--- src/rtl/ss_mult_sequencer.sv ---
// Windowed stochastic-symbol multiply controller: latches an operand pair, drives
// two LFSR random streams for 2^LOG_LEN cycles and returns the accumulated product.
module ss_mult_sequencer #(
    parameter int unsigned LOG_LEN = 8,
    parameter logic [7:0]  X_SEED  = 8'hA5,
    parameter logic [7:0]  Y_SEED  = 8'h3C
) (
    input  logic                  clk,
    input  logic                  rst,
    input  logic                  in_valid,
    output logic                  in_ready,
    input  logic [11:0]           x_input,
    input  logic [11:0]           y_input,
    input  logic                  abort,
    output logic [11:0]           x_op,
    output logic [11:0]           y_op,
    output logic [7:0]            x_randnum,
    output logic [7:0]            y_randnum,
    input  logic [9:0]            z_ss,
    output logic                  busy,
    output logic                  out_valid,
    input  logic                  out_ready,
    output logic [10+LOG_LEN-1:0] z_output
);

    localparam int unsigned AW = 10 + LOG_LEN;

    typedef enum logic [1:0] {
        IDLE,
        RUN,
        DONE
    } state_t;

    state_t             state;
    state_t             state_next;
    logic [LOG_LEN-1:0] count;
    logic [AW-1:0]      acc;
    logic [AW-1:0]      acc_sum;
    logic               last;
    logic               accept;
    logic               step;
    logic               finish;

    // Fibonacci LFSR, x^8+x^6+x^5+x^4+1
    function automatic logic [7:0] lfsr_next(input logic [7:0] r);
        return {r[6:0], r[7] ^ r[5] ^ r[4] ^ r[3]};
    endfunction

    assign acc_sum = acc + AW'(z_ss);
    assign last    = (count == '1);

    always_ff @(posedge clk or posedge rst) begin
        if (rst) begin
            state <= IDLE;
        end else begin
            state <= state_next;
        end
    end

    // Abort takes priority over the final accumulate of the window.
    always_comb begin
        state_next = state;
        accept     = 1'b0;
        step       = 1'b0;
        finish     = 1'b0;
        in_ready   = 1'b0;
        busy       = 1'b0;
        out_valid  = 1'b0;
        case (state)
            IDLE: begin
                in_ready = 1'b1;
                if (in_valid) begin
                    accept     = 1'b1;
                    state_next = RUN;
                end
            end
            RUN: begin
                busy = 1'b1;
                if (abort) begin
                    state_next = IDLE;
                end else begin
                    step = 1'b1;
                    if (last) begin
                        finish     = 1'b1;
                        state_next = DONE;
                    end
                end
            end
            DONE: begin
                out_valid = 1'b1;
                if (out_ready) begin
                    state_next = IDLE;
                end
            end
            default: state_next = IDLE;
        endcase
    end

    always_ff @(posedge clk or posedge rst) begin
        if (rst) begin
            x_op      <= '0;
            y_op      <= '0;
            x_randnum <= X_SEED;
            y_randnum <= Y_SEED;
            acc       <= '0;
            count     <= '0;
            z_output  <= '0;
        end else if (accept) begin
            x_op      <= x_input;
            y_op      <= y_input;
            x_randnum <= X_SEED;
            y_randnum <= Y_SEED;
            acc       <= '0;
            count     <= '0;
        end else if (step) begin
            acc       <= acc_sum;
            x_randnum <= lfsr_next(x_randnum);
            y_randnum <= lfsr_next(y_randnum);
            count     <= count + LOG_LEN'(1);
            if (finish) begin
                z_output <= acc_sum;
            end
        end
    end

endmodule

--- config.mk ---
export PLATFORM = sky130hd
export DESIGN_NAME = ss_mult_sequencer
export DESIGN_NICKNAME = d
export VERILOG_FILES = /design/src/rtl/ss_mult_sequencer.sv
export SDC_FILE = /design/constraint.sdc
export NUM_CORES = 1
export LEC_CHECK = 0
export CAP_MARGIN = 20
export CORE_MARGIN = 2
export CORE_UTILIZATION = 53
export CTS_BUF_LIST = sky130_fd_sc_hd__clkbuf_16
export DETAILED_ROUTE_END_ITERATION = 10
export PLACE_DENSITY_LB_ADDON = 0.1
export SETUP_SLACK_MARGIN = 0.1
export SLEW_MARGIN = 25
export SYNTH_ARGS = -nofsm -noshare
export SYNTH_HDL_FRONTEND = slang
export SYNTH_SLANG_ARGS = --single-unit
--- constraint.sdc ---
create_clock -name clk -period 8.75 [get_ports clk]
set_input_delay 1.75 -clock clk [delete_from_list [all_inputs] [get_ports clk]]
set_output_delay 1.75 -clock clk [all_outputs]
set_load 0.05 [all_outputs]
* Word-level counts from Yosys, hierarchy flattened
Cells that the tools add are included.
Operators by class: add/sub/neg operators 2, equal/unequal tests 6, mux-type cells 23, bitwise gates (word level) 7, reductions and logical operators 4
Operators with widths (number):
- $mux W8 | 6
- $mux W18 | 2
- $add A18 B10 Y18 | 1
- $mux W1 | 10
- $add A8 B1 Y8 const B | 1
- $eq A8 B8 Y1 const B | 1
- $mux W2 | 4
- $pmux W2 S3 | 1
- $reduce_and A3 Y1 | 2
- $xor A1 B1 Y1 | 6
- $ne A2 B2 Y1 const B | 2
- $ne A3 B3 Y1 const B | 1
- $eq A2 B1 Y1 const B | 1
- $eq A2 B2 Y1 const B | 1
- $logic_not A2 Y1 | 1
- $reduce_bool A2 Y1 | 1
- $not A1 Y1 | 1
Word-level totals: flip-flop bits (word level) 86, input bits 39, output and inout bits 61, word-level logic and storage cells 50

* Logic depth before layout (Yosys ltp)
Gate-level depths: netlist (run 1).
depth after elaboration 5, gate-level depth with buffers 10

* Worst setup path before layout (run 1)
No wires, ideal clock.
path kind input port to flip-flop, from in z_ss[0], to reg z_output[12], arrival time 3553 ps, required time 8626 ps, slack 5073 ps, cell stages on the path 10, cell sequence ha_1 -> inv_1 -> fa_1 -> nor2b_4 -> o31a_1 -> o31a_1 -> o41ai_4 -> buf_6 -> nor3_2 -> o31a_1
On the way: cells in the longest elaborated chain, start to end 1
Ends and longest elaborated chain:
- start: declaration | line 19 | input logic [9:0] z_ss,
- $add A18 B10 Y18 | line 49 | assign acc_sum = acc + AW'(z_ss);
- end signal: assignment | line 121 | z_output <= acc_sum;
- end: declaration | line 23 | output logic [10+LOG_LEN-1:0] z_output
Every way passes these cells. A chain may end at the register's enable or synchronous reset.

* Final worst setup path (run 1)
Same ends and word-level chain as after synthesis.

==> results_dict.tcl, run 1 <==
set metrics [dict create \
    status "completed" \
    antennaDiodeCount 0 \
    fillerInstances 551 \
    fp-row-count 31 \
    cts_sinks 86 \
    layout_commonest_cell "nand2_1" \
    antenna_found_initial 0 \
    cp_max_fo 15 \
    synth_edf_count 0 \
    final.setup_skew_ps 6.41 \
    crit_required_ps 8960 \
    clock-root-buffer "clkbuf_16" \
    syn_inst 398 \
    ys_ff_latch 86 \
    nNetsFinal 545 \
    async_flop_share_pct 100 \
    powerDensity_mw_per_mm2 278 \
    final_util_pct 73.8 \
    fmax_mhz 245 \
    relSlewSlack_pct 43.0 \
    vias_per_cell 5.40 \
    hold_viol 0 \
    leakagePower_uw 0.00248 \
    overflow 0 \
    dp_hpwl_um 6140 \
    p_int_uw 943 \
    arrival_ps 4300 \
    syn2layout_area_growth_pct 34.8 \
    drv_cap 0 \
    ir_worst_vdd_v 0.000192 \
    power.share.combinational_pct 38.3 \
    cts_tree "yes" \
    antenna_left 0 \
    syn_area_per_cell_um2 10.0 \
    synth_top_area_share_pct 48.9 \
    grt_use_total_pct 23.5 \
    postCtsSetupRepairBufs 0 \
    pwr-share-clk_pct 26.4 \
    p_sw_uw 555 \
    wirelength_um 9270 \
    first_global_vias 3202 \
    drv_slew 0 \
    netlist-cell-type-count 45 \
    place.port_buffers 99 \
    tightestPinTransition_ps 852 \
    ys_top_cells_by_area "dfrtp_1, nand2_1, dfstp_2" \
    cts_buffers 9 \
    crit_type "in2reg" \
    holdBufCountCts 0 \
    clk_pin_slew_ps 60 \
    dieHeight_um 90.8 \
    stdcell_count 598 \
    hold_path_class "reg2reg" \
    synth_fa_ha_area_share_pct 3.95 \
    grt_start_max_net_pins 87 \
    htree_levels 3 \
    insertion_delay_ps 330 \
    rsz0062_at_grt "false" \
    min_period_ps 4080 \
    wl_per_cell_um 15.5 \
    drt_iter0_drc 203 \
    synth-xor-area-share_pct 4.60 \
    design.core.area_mm2 0.00729 \
    io_pins 100 \
    cts.path.max_buffers 2 \
    setup_tns_ps 0 \
    firstDrtPassIters 5 \
    synthSimpleGateAreaFrac_pct 17.5 \
    start_util_pct 54.8 \
    die_area_mm2 0.00825 \
    synth_top_family_by_area "simple AND/OR/NAND/NOR gates" \
    r2r_slack_ps 6130 \
    yosys_warnings 0 \
    die_w_um 90.8 \
    yosysSeqAreaShare_pct 54.1 \
    seq_power_share_pct 35.4 \
    layout_common_cells "nand2_1, clkdlybuf4s50_1, dfrtp_1" \
    synth_ff_type "dfrtp_1" \
    fin_area_mm2 0.00538 \
    syn_nets 449 \
    placed_cells 582 \
    finalCritPeriodShare_pct 46.7 \
    synth_area_leader_cell "dfrtp_1" \
    via_count 3231 \
    swShare_pct 37.0 \
    synthMuxAreaShare_pct 1.41 \
    synthesis.area_mm2 0.00400 \
    setup_viol 0 \
    start_kind "primary input" \
    cts.repair.resized 0 \
    synth_compound_area_share_pct 15.4 \
    place.gp.congestion 0.818 \
    end_kind "flop" \
    dpl_cell_area_mm2 0.00507 \
    drive_gt1_share_pct 8.02 \
    grt_first_pass_wirelength_um 15600 \
    drc 0 \
]
## flip-flops by register name, summed over array words and instances, names as in the netlist
name,count
acc,18
z_output,18
x_op,12
y_op,12
count,8
x_randnum,8
y_randnum,8
state,2
## area by class of cell
type,instances,area (µm²),share of cell area (%)
clock buffers,9,225,4.18
flip-flops and latches,86,2160,40.2
inverters,11,42.5,0.790
clock inverters,7,83.8,1.56
well taps,99,124,2.30
multi-input cells,282,1710,31.8
repair buffers,104,1030,19.2
## cells in the mapped netlist, types with 5 or more instances
cell type and count:
xnor2_1 13, a22o_1 16, dfrtp_1 78, a31oi_1 6, nand3_1 5, nand4_1 7
xor2_1 8, clkbuf_1 17, a21o_1 5, dfstp_2 8, inv_1 11, o21ai_0 11
ha_1 11, o21ai_1 5, o211ai_1 5, o22a_1 7, nand2_1 111, nor2_1 10
a21oi_1 14
## power groups by stage
stage / logic [µW] / registers [µW] / clock network (µW)
finish: 573 / 530 / 395
global placement: 559 / 531 / 0
floorplan: 266 / 675 / 0
global route: 613 / 539 / 419
detailed placement: 569 / 534 / 0
CTS: 574 / 529 / 403
## kinds of logic (layout without fill, tap and decap cells)
family	after synthesis	after routing
AO/OA/AOI/OAI	85	85
XOR/XNOR	21	21
adder cells (fa/ha/maj)	12	12
buffers and inverters	30	131
flip-flops	86	86
multiplexers	5	5
AND/OR/NAND/NOR	159	159
## stage by stage
| stage | worst slack, ps | power [µW] | hold WS, ps |
|---|---|---|---|
| 3_5_place_dp | 4330 | 1100 | 461 |
| 6_report | 4670 | 1500 | 471 |
| 3_3_place_gp | 4390 | 1090 | 456 |
| 4_1_cts | 4680 | 1510 | 476 |
| 5_1_grt | 4500 | 1570 | 502 |
| 2_1_floorplan | 4790 | 941 | 450 |
## metal layers
metal | global-route usage, % | vias to the layer above | share of wire [%]
li1 | - | 1561 | -
met1 | 30.8 | 1569 | 44
met2 | 39.0 | 90 | 49
met3 | 5.59 | 11 | 5.6
met4 | 7.45 | 0 | 1.3
met5 | 0 | - | 0
## worst paths after layout
path / start / end / cells past startpoint
setup / recovery: z_ss[0] / z_output[12]$_DFFE_PP0P_ / 10
hold / removal: y_op[7]$_DFFE_PP0P_ / y_op[7]$_DFFE_PP0P_ / 2
setup reg to reg: acc[0]$_DFFE_PP0P_ / z_output[12]$_DFFE_PP0P_ / 9
hold reg to reg: y_op[7]$_DFFE_PP0P_ / y_op[7]$_DFFE_PP0P_ / 2
max in group asynchronous: rst / y_op[4]$_DFFE_PP0P_ / 3
min in group asynchronous: rst / x_op[9]$_DFFE_PP0P_ / 3
## worst max-delay path: stages
cell	delay (ps)
clkdlybuf4s50_1	410
ha_1	210
inv_1	70
fa_1	250
nor2b_4	60
o31a_1	270
o31a_1	280
o41ai_4	660
nor3_2	90
o31a_1	250
Note: power is estimated with default switching activity, not from simulation.
==> inputs of run 2 (changes only) <==
--- a/config.mk
+++ b/config.mk
@@ -7,7 +7,7 @@
 export LEC_CHECK = 0
 export CAP_MARGIN = 20
 export CORE_MARGIN = 2
-export CORE_UTILIZATION = 53
+export CORE_UTILIZATION = 44
 export CTS_BUF_LIST = sky130_fd_sc_hd__clkbuf_16
 export DETAILED_ROUTE_END_ITERATION = 10
 export PLACE_DENSITY_LB_ADDON = 0.1
==> constraint.sdc (replaced) <==
create_clock -name clk -period 3.7 [get_ports clk]
set_input_delay 0.74 -clock clk [delete_from_list [all_inputs] [get_ports clk]]
set_output_delay 0.74 -clock clk [all_outputs]
set_load 0.05 [all_outputs]
==> results_dict.tcl, run 2 (synthesis gave the netlist of run 1 again) <==
set metrics [dict create \
    status "completed" \
    fmax_mhz 329 \
    setup_viol 0 \
    place.gp.congestion 0.849 \
    final.setup_skew_ps 7.28 \
    syn2layout_area_growth_pct 36.7 \
    min_from "y_op[3]$_DFFE_PP0P_" \
    htree_levels 3 \
    postCtsSetupRepairBufs 0 \
    final_util_pct 62.3 \
    hold_path_class "reg2reg" \
    cts_tree "yes" \
    grt_use_total_pct 19.6 \
    via_count 3195 \
    grt_first_pass_wirelength_um 15600 \
    crit_required_ps 3950 \
    drv_cap 0 \
    layout_common_cells "nand2_1, clkdlybuf4s50_1, dfrtp_1" \
    fp-row-count 34 \
    wirelength_um 9240 \
    insertion_delay_ps 330 \
    arrival_ps 3290 \
    min_period_ps 3040 \
    start_kind "primary input" \
    clock-root-buffer "clkbuf_16" \
    wl_per_cell_um 15.1 \
    holdBufCountCts 0 \
    cts_buffers 9 \
    dp_hpwl_um 6450 \
    drc 0 \
    cts.repair.resized 0 \
    firstDrtPassIters 4 \
    regArea_mm2 0.00216 \
    end_kind "flop" \
    relSlewSlack_pct 45.4 \
    layout_commonest_cell "nand2_1" \
    place.port_buffers 99 \
    start_util_pct 45.6 \
    ir_worst_vdd_v 0.000388 \
    antenna_left 0 \
    drive_gt1_share_pct 9.33 \
    top_regs "acc (18), z_output (18)" \
    cts.path.max_buffers 2 \
    setup_tns_ps 0 \
    finalCritPeriodShare_pct 82.1 \
    hold_viol 0 \
    worst_r2r_endpoint "acc[16]$_DFFE_PP0P_" \
    fin_area_mm2 0.00546 \
    die_area_mm2 0.00986 \
    regToRegStartpoint "acc[0]$_DFFE_PP0P_" \
    overflow 0 \
    whs_ps 473 \
    leakagePower_uw 0.00251 \
    multiInputGateArea_mm2 0.00172 \
    grt_start_max_net_pins 45 \
    dieHeight_um 99.3 \
    antennaDiodeCount 0 \
    r2r_slack_ps 1100 \
    clk_pin_slew_ps 60 \
    rsz0062_at_grt "false" \
    drt_iter0_drc 135 \
    worstHoldPathCells 2 \
    reg2reg_depth 10 \
    tightestPinTransition_ps 819 \
    powerDensity_mw_per_mm2 665 \
    nNetsFinal 550 \
    min_delay_worst_endpoint "y_op[3]$_DFFE_PP0P_" \
    cts_sinks 86 \
    cp_max_fo 11 \
    fillerInstances 763 \
    crit_type "in2reg" \
    first_global_vias 3253 \
    drv_slew 0 \
    io_pins 100 \
    vias_per_cell 5.22 \
    design.core.area_mm2 0.00876 \
    die_w_um 99.3 \
    dpl_cell_area_mm2 0.00512 \
    antenna_found_initial 0 \
]
-- run 2: cell types whose count changed in the layout (fill, tap and decap cells not counted), sizes merged --
cell	change
clkinv	+1
inv	-2
buf	+5
bufinv	+1
-- run 2: how the worst max path moves through the flow --
stage / endpoint / start / slack [ps]
2_1_floorplan: acc[0]$_DFFE_PP0P_ / rst / 750
3_3_place_gp: acc[16]$_DFFE_PP0P_ / z_ss[0] / 370
3_5_place_dp: acc[16]$_DFFE_PP0P_ / z_ss[0] / 320
4_1_cts: acc[16]$_DFFE_PP0P_ / z_ss[0] / 650
5_1_grt: acc[14]$_DFFE_PP0P_ / z_ss[0] / 470
6_report: acc[16]$_DFFE_PP0P_ / z_ss[0] / 660
-- run 2: layer usage --
metal	share of wire [%]	track usage [%]	wire length, µm
met5	0	0	0
met3	3.9	4.29	360
met2	48	31.7	4430
met1	47	26.7	4320
met4	1.4	6.11	130
-- run 2: power by group --
part	leakage [µW]	switching [µW]	internal, µW
Combinational	0.00123	818	537
Sequential	0.00111	129	1120
Clock	0.000164	368	656
-- run 2: layout make-up --
cell class,instances,area share [%]
Clock inverter,7,2.08
Inverter,11,0.779
Multi-Input combinational cell,282,31.4
Sequential cell,86,39.6
Tap cell,108,2.47
Timing Repair Buffer,109,19.5
Clock buffer,9,4.12
-- run 2: worst max-delay path, stage by stage --
cell	delay (ps)
clkdlybuf4s50_1	400
ha_1	220
inv_1	70
fa_1	250
nor2b_4	60
o31a_1	270
o31a_1	280
o41ai_4	530
buf_4	250
o21ai_1	70
a31oi_1	160
-- run 2: per-stage QoR --
stage                     setup slack, ps  total power (µW)  instances
final                                 660              3630        612
after floorplan                       751              2220        398
after detailed placement              321              2620        596
after global routing                  469              3820        612
after CTS                             653              3660        612
after global placement                373              2600        596
==> inputs of run 3 (changes only) <==
--- a/config.mk
+++ b/config.mk
@@ -7,7 +7,7 @@
 export LEC_CHECK = 0
 export CAP_MARGIN = 20
 export CORE_MARGIN = 2
-export CORE_UTILIZATION = 44
+export CORE_UTILIZATION = 49
 export CTS_BUF_LIST = sky130_fd_sc_hd__clkbuf_16
 export DETAILED_ROUTE_END_ITERATION = 10
 export PLACE_DENSITY_LB_ADDON = 0.1
==> constraint.sdc (replaced) <==
create_clock -name clk -period 2.8 [get_ports clk]
set_input_delay 0.56 -clock clk [delete_from_list [all_inputs] [get_ports clk]]
set_output_delay 0.56 -clock clk [all_outputs]
set_load 0.05 [all_outputs]
==> results_dict.tcl, run 3 (synthesis gave the netlist of run 1 again) <==
set metrics [dict create \
    status "completed" \
    min_from "z_output[0]$_DFFE_PP0P_" \
    grt_first_pass_wirelength_um 15200 \
    reg2reg_depth 11 \
    gr-usage-met3_pct 5.70 \
    leakagePower_uw 0.00259 \
    setup_viol 0 \
    wl_per_cell_um 15.1 \
    antenna_left 0 \
    grtUsageMet1_pct 30.0 \
    drc 0 \
    powerDensity_mw_per_mm2 870 \
    worst_r2r_endpoint "z_output[12]$_DFFE_PP0P_" \
    layout_common_cells "nand2_1, clkdlybuf4s50_1, dfrtp_1" \
    ir_worst_vdd_v 0.000568 \
    dpl_cell_area_mm2 0.00520 \
    rsz0062_at_grt "true" \
    clock-root-buffer "clkbuf_16" \
    cp_max_fo 6 \
    wirelength_um 9370 \
    die_w_um 94.3 \
    drv_cap 0 \
    place.gp.congestion 0.749 \
    crit_top_cell "o31a_1" \
    top_usage_layer "met2" \
    top_regs "acc (18), z_output (18)" \
    arrival_ps 2920 \
    min_delay_worst_endpoint "z_output[0]$_DFFE_PP0P_" \
    slowest_stage "clkdlybuf4s50_1" \
    relSlewSlack_pct 53.2 \
    holdBufCountCts 0 \
    place.port_buffers 99 \
    drt_iter0_drc 153 \
    antenna_found_initial 0 \
    finalCritPeriodShare_pct 96.4 \
    firstDrtPassIters 4 \
    die_area_mm2 0.00889 \
    hold_path_class "reg2reg" \
    cts_sinks 86 \
    fmax_mhz 370 \
    insertion_delay_ps 330 \
    final.setup_skew_ps 7.31 \
    whs_ps 471 \
    r2r_slack_ps 100 \
    grt_use_met2_pct 34.5 \
    cts.path.max_buffers 2 \
    start_util_pct 51.2 \
    io_pins 100 \
    drive_gt1_share_pct 12.6 \
    crit_type "in2reg" \
    slowest_delay_ps 410 \
    regToRegStartpoint "acc[0]$_DFFE_PP0P_" \
    hold_viol 0 \
    overflow 0 \
    antennaDiodeCount 0 \
    power.total_uw 4860 \
    grt_start_max_net_pins 87 \
    vias_per_cell 5.30 \
    worstHoldPathCells 2 \
    crit_chain "clkdlybuf4s50_1, ha_1, o21a_1, o31a_1, o31a_1, o41ai_4, buf_6, buf_6, nor3_4, o31a_1" \
    layout_commonest_cell "nand2_1" \
    drv_slew 0 \
    end_kind "flop" \
    dieHeight_um 94.3 \
    fin_area_mm2 0.00558 \
    htree_levels 3 \
    nNetsFinal 563 \
    via_count 3280 \
    design.core.area_mm2 0.00781 \
    syn2layout_area_growth_pct 39.7 \
    clk_pin_slew_ps 60 \
    dp_hpwl_um 6240 \
    min_period_ps 2700 \
    tightestPinTransition_ps 701 \
    start_kind "primary input" \
    grt_use_total_pct 22.0 \
    first_global_vias 3216 \
    cts_buffers 9 \
    fp-row-count 32 \
    crit_required_ps 3020 \
    cts_tree "yes" \
    setup_tns_ps 0 \
]
## run 3: cell count changes in the layout (fill, tap and decap cells not counted), moves of 2 or more
| cell | delta |
|---|---|
| ha_1 | -2 |
| clkdlybuf4s50_1 | -3 |
| buf_4 | +10 |
| inv_2 | +2 |
| inv_1 | -2 |
| buf_6 | +2 |
| dlymetal6s2s_1 | +3 |
## run 3: worst max-delay path, delay by kind of cell
family	cells	cell delay (ps)
AOI/OAI and AO/OA	5	1320
buffers and inverters	3	690
adders and majority gates	1	310
and+or+nand+nor	1	30
## run 3: stage by stage
| stage | util [%] | std cells | worst slack, ps |
|---|---|---|---|
| 4_1_cts | 70.6 | 615 | 123 |
| 5_1_grt | 71.5 | 619 | 11.3 |
| 6_report | 71.5 | 619 | 101 |
| 2_1_floorplan | - | 398 | 309 |
| 3_3_place_gp | 66.5 | 599 | -219 |
| 3_5_place_dp | 66.6 | 599 | -273 |
## run 3: worst max-delay path by stage
stage | startpoint | endpoint | slack, ps | cells after the start
5_1_grt | acc[0]$_DFFE_PP0P_ | z_output[12]$_DFFE_PP0P_ | 10 | 11
3_5_place_dp | z_ss[0] | z_output[16]$_DFFE_PP0P_ | -270 | 11
3_3_place_gp | z_ss[0] | z_output[14]$_DFFE_PP0P_ | -220 | 11
6_report | z_ss[3] | z_output[12]$_DFFE_PP0P_ | 100 | 10
2_1_floorplan | state[1]$_DFFE_PP0P_ | z_output[6]$_DFFE_PP0P_ | 310 | 6
4_1_cts | z_ss[0] | z_output[12]$_DFFE_PP0P_ | 120 | 12
## run 3: area by class of cell
| type | count | area [µm²] |
|---|---|---|
| well taps | 102 | 128 |
| inverters | 11 | 45.0 |
| flip-flops and latches | 86 | 2160 |
| clock inverters | 7 | 88.8 |
| fillers | 595 | 2230 |
| repair buffers | 122 | 1190 |
| multi-input cells | 282 | 1740 |
| clock buffers | 9 | 225 |
## run 3: report_power, final
group          switching, µW  leakage, µW  internal (µW)  total [µW]
Combinational           1130      0.00132            819        1950
Clock                    475     0.000155            776        1250
Sequential               176      0.00111           1480        1660
Total                   1780      0.00259           3080        4860
## run 3: repair_timing
action,in CTS,in global routing
cloned,0,1
buffers inserted,0,3
endpoints found under the hold margin,0,0
setup endpoints to repair,2,7
gates resized for setup,1,11
pin swaps,0,10
## run 3: routing by layer
layer,part of all wire [%],up-vias
met2,48,67
met5,0,-
met3,4.9,10
met4,1.3,0
li1,-,1599
met1,45,1604
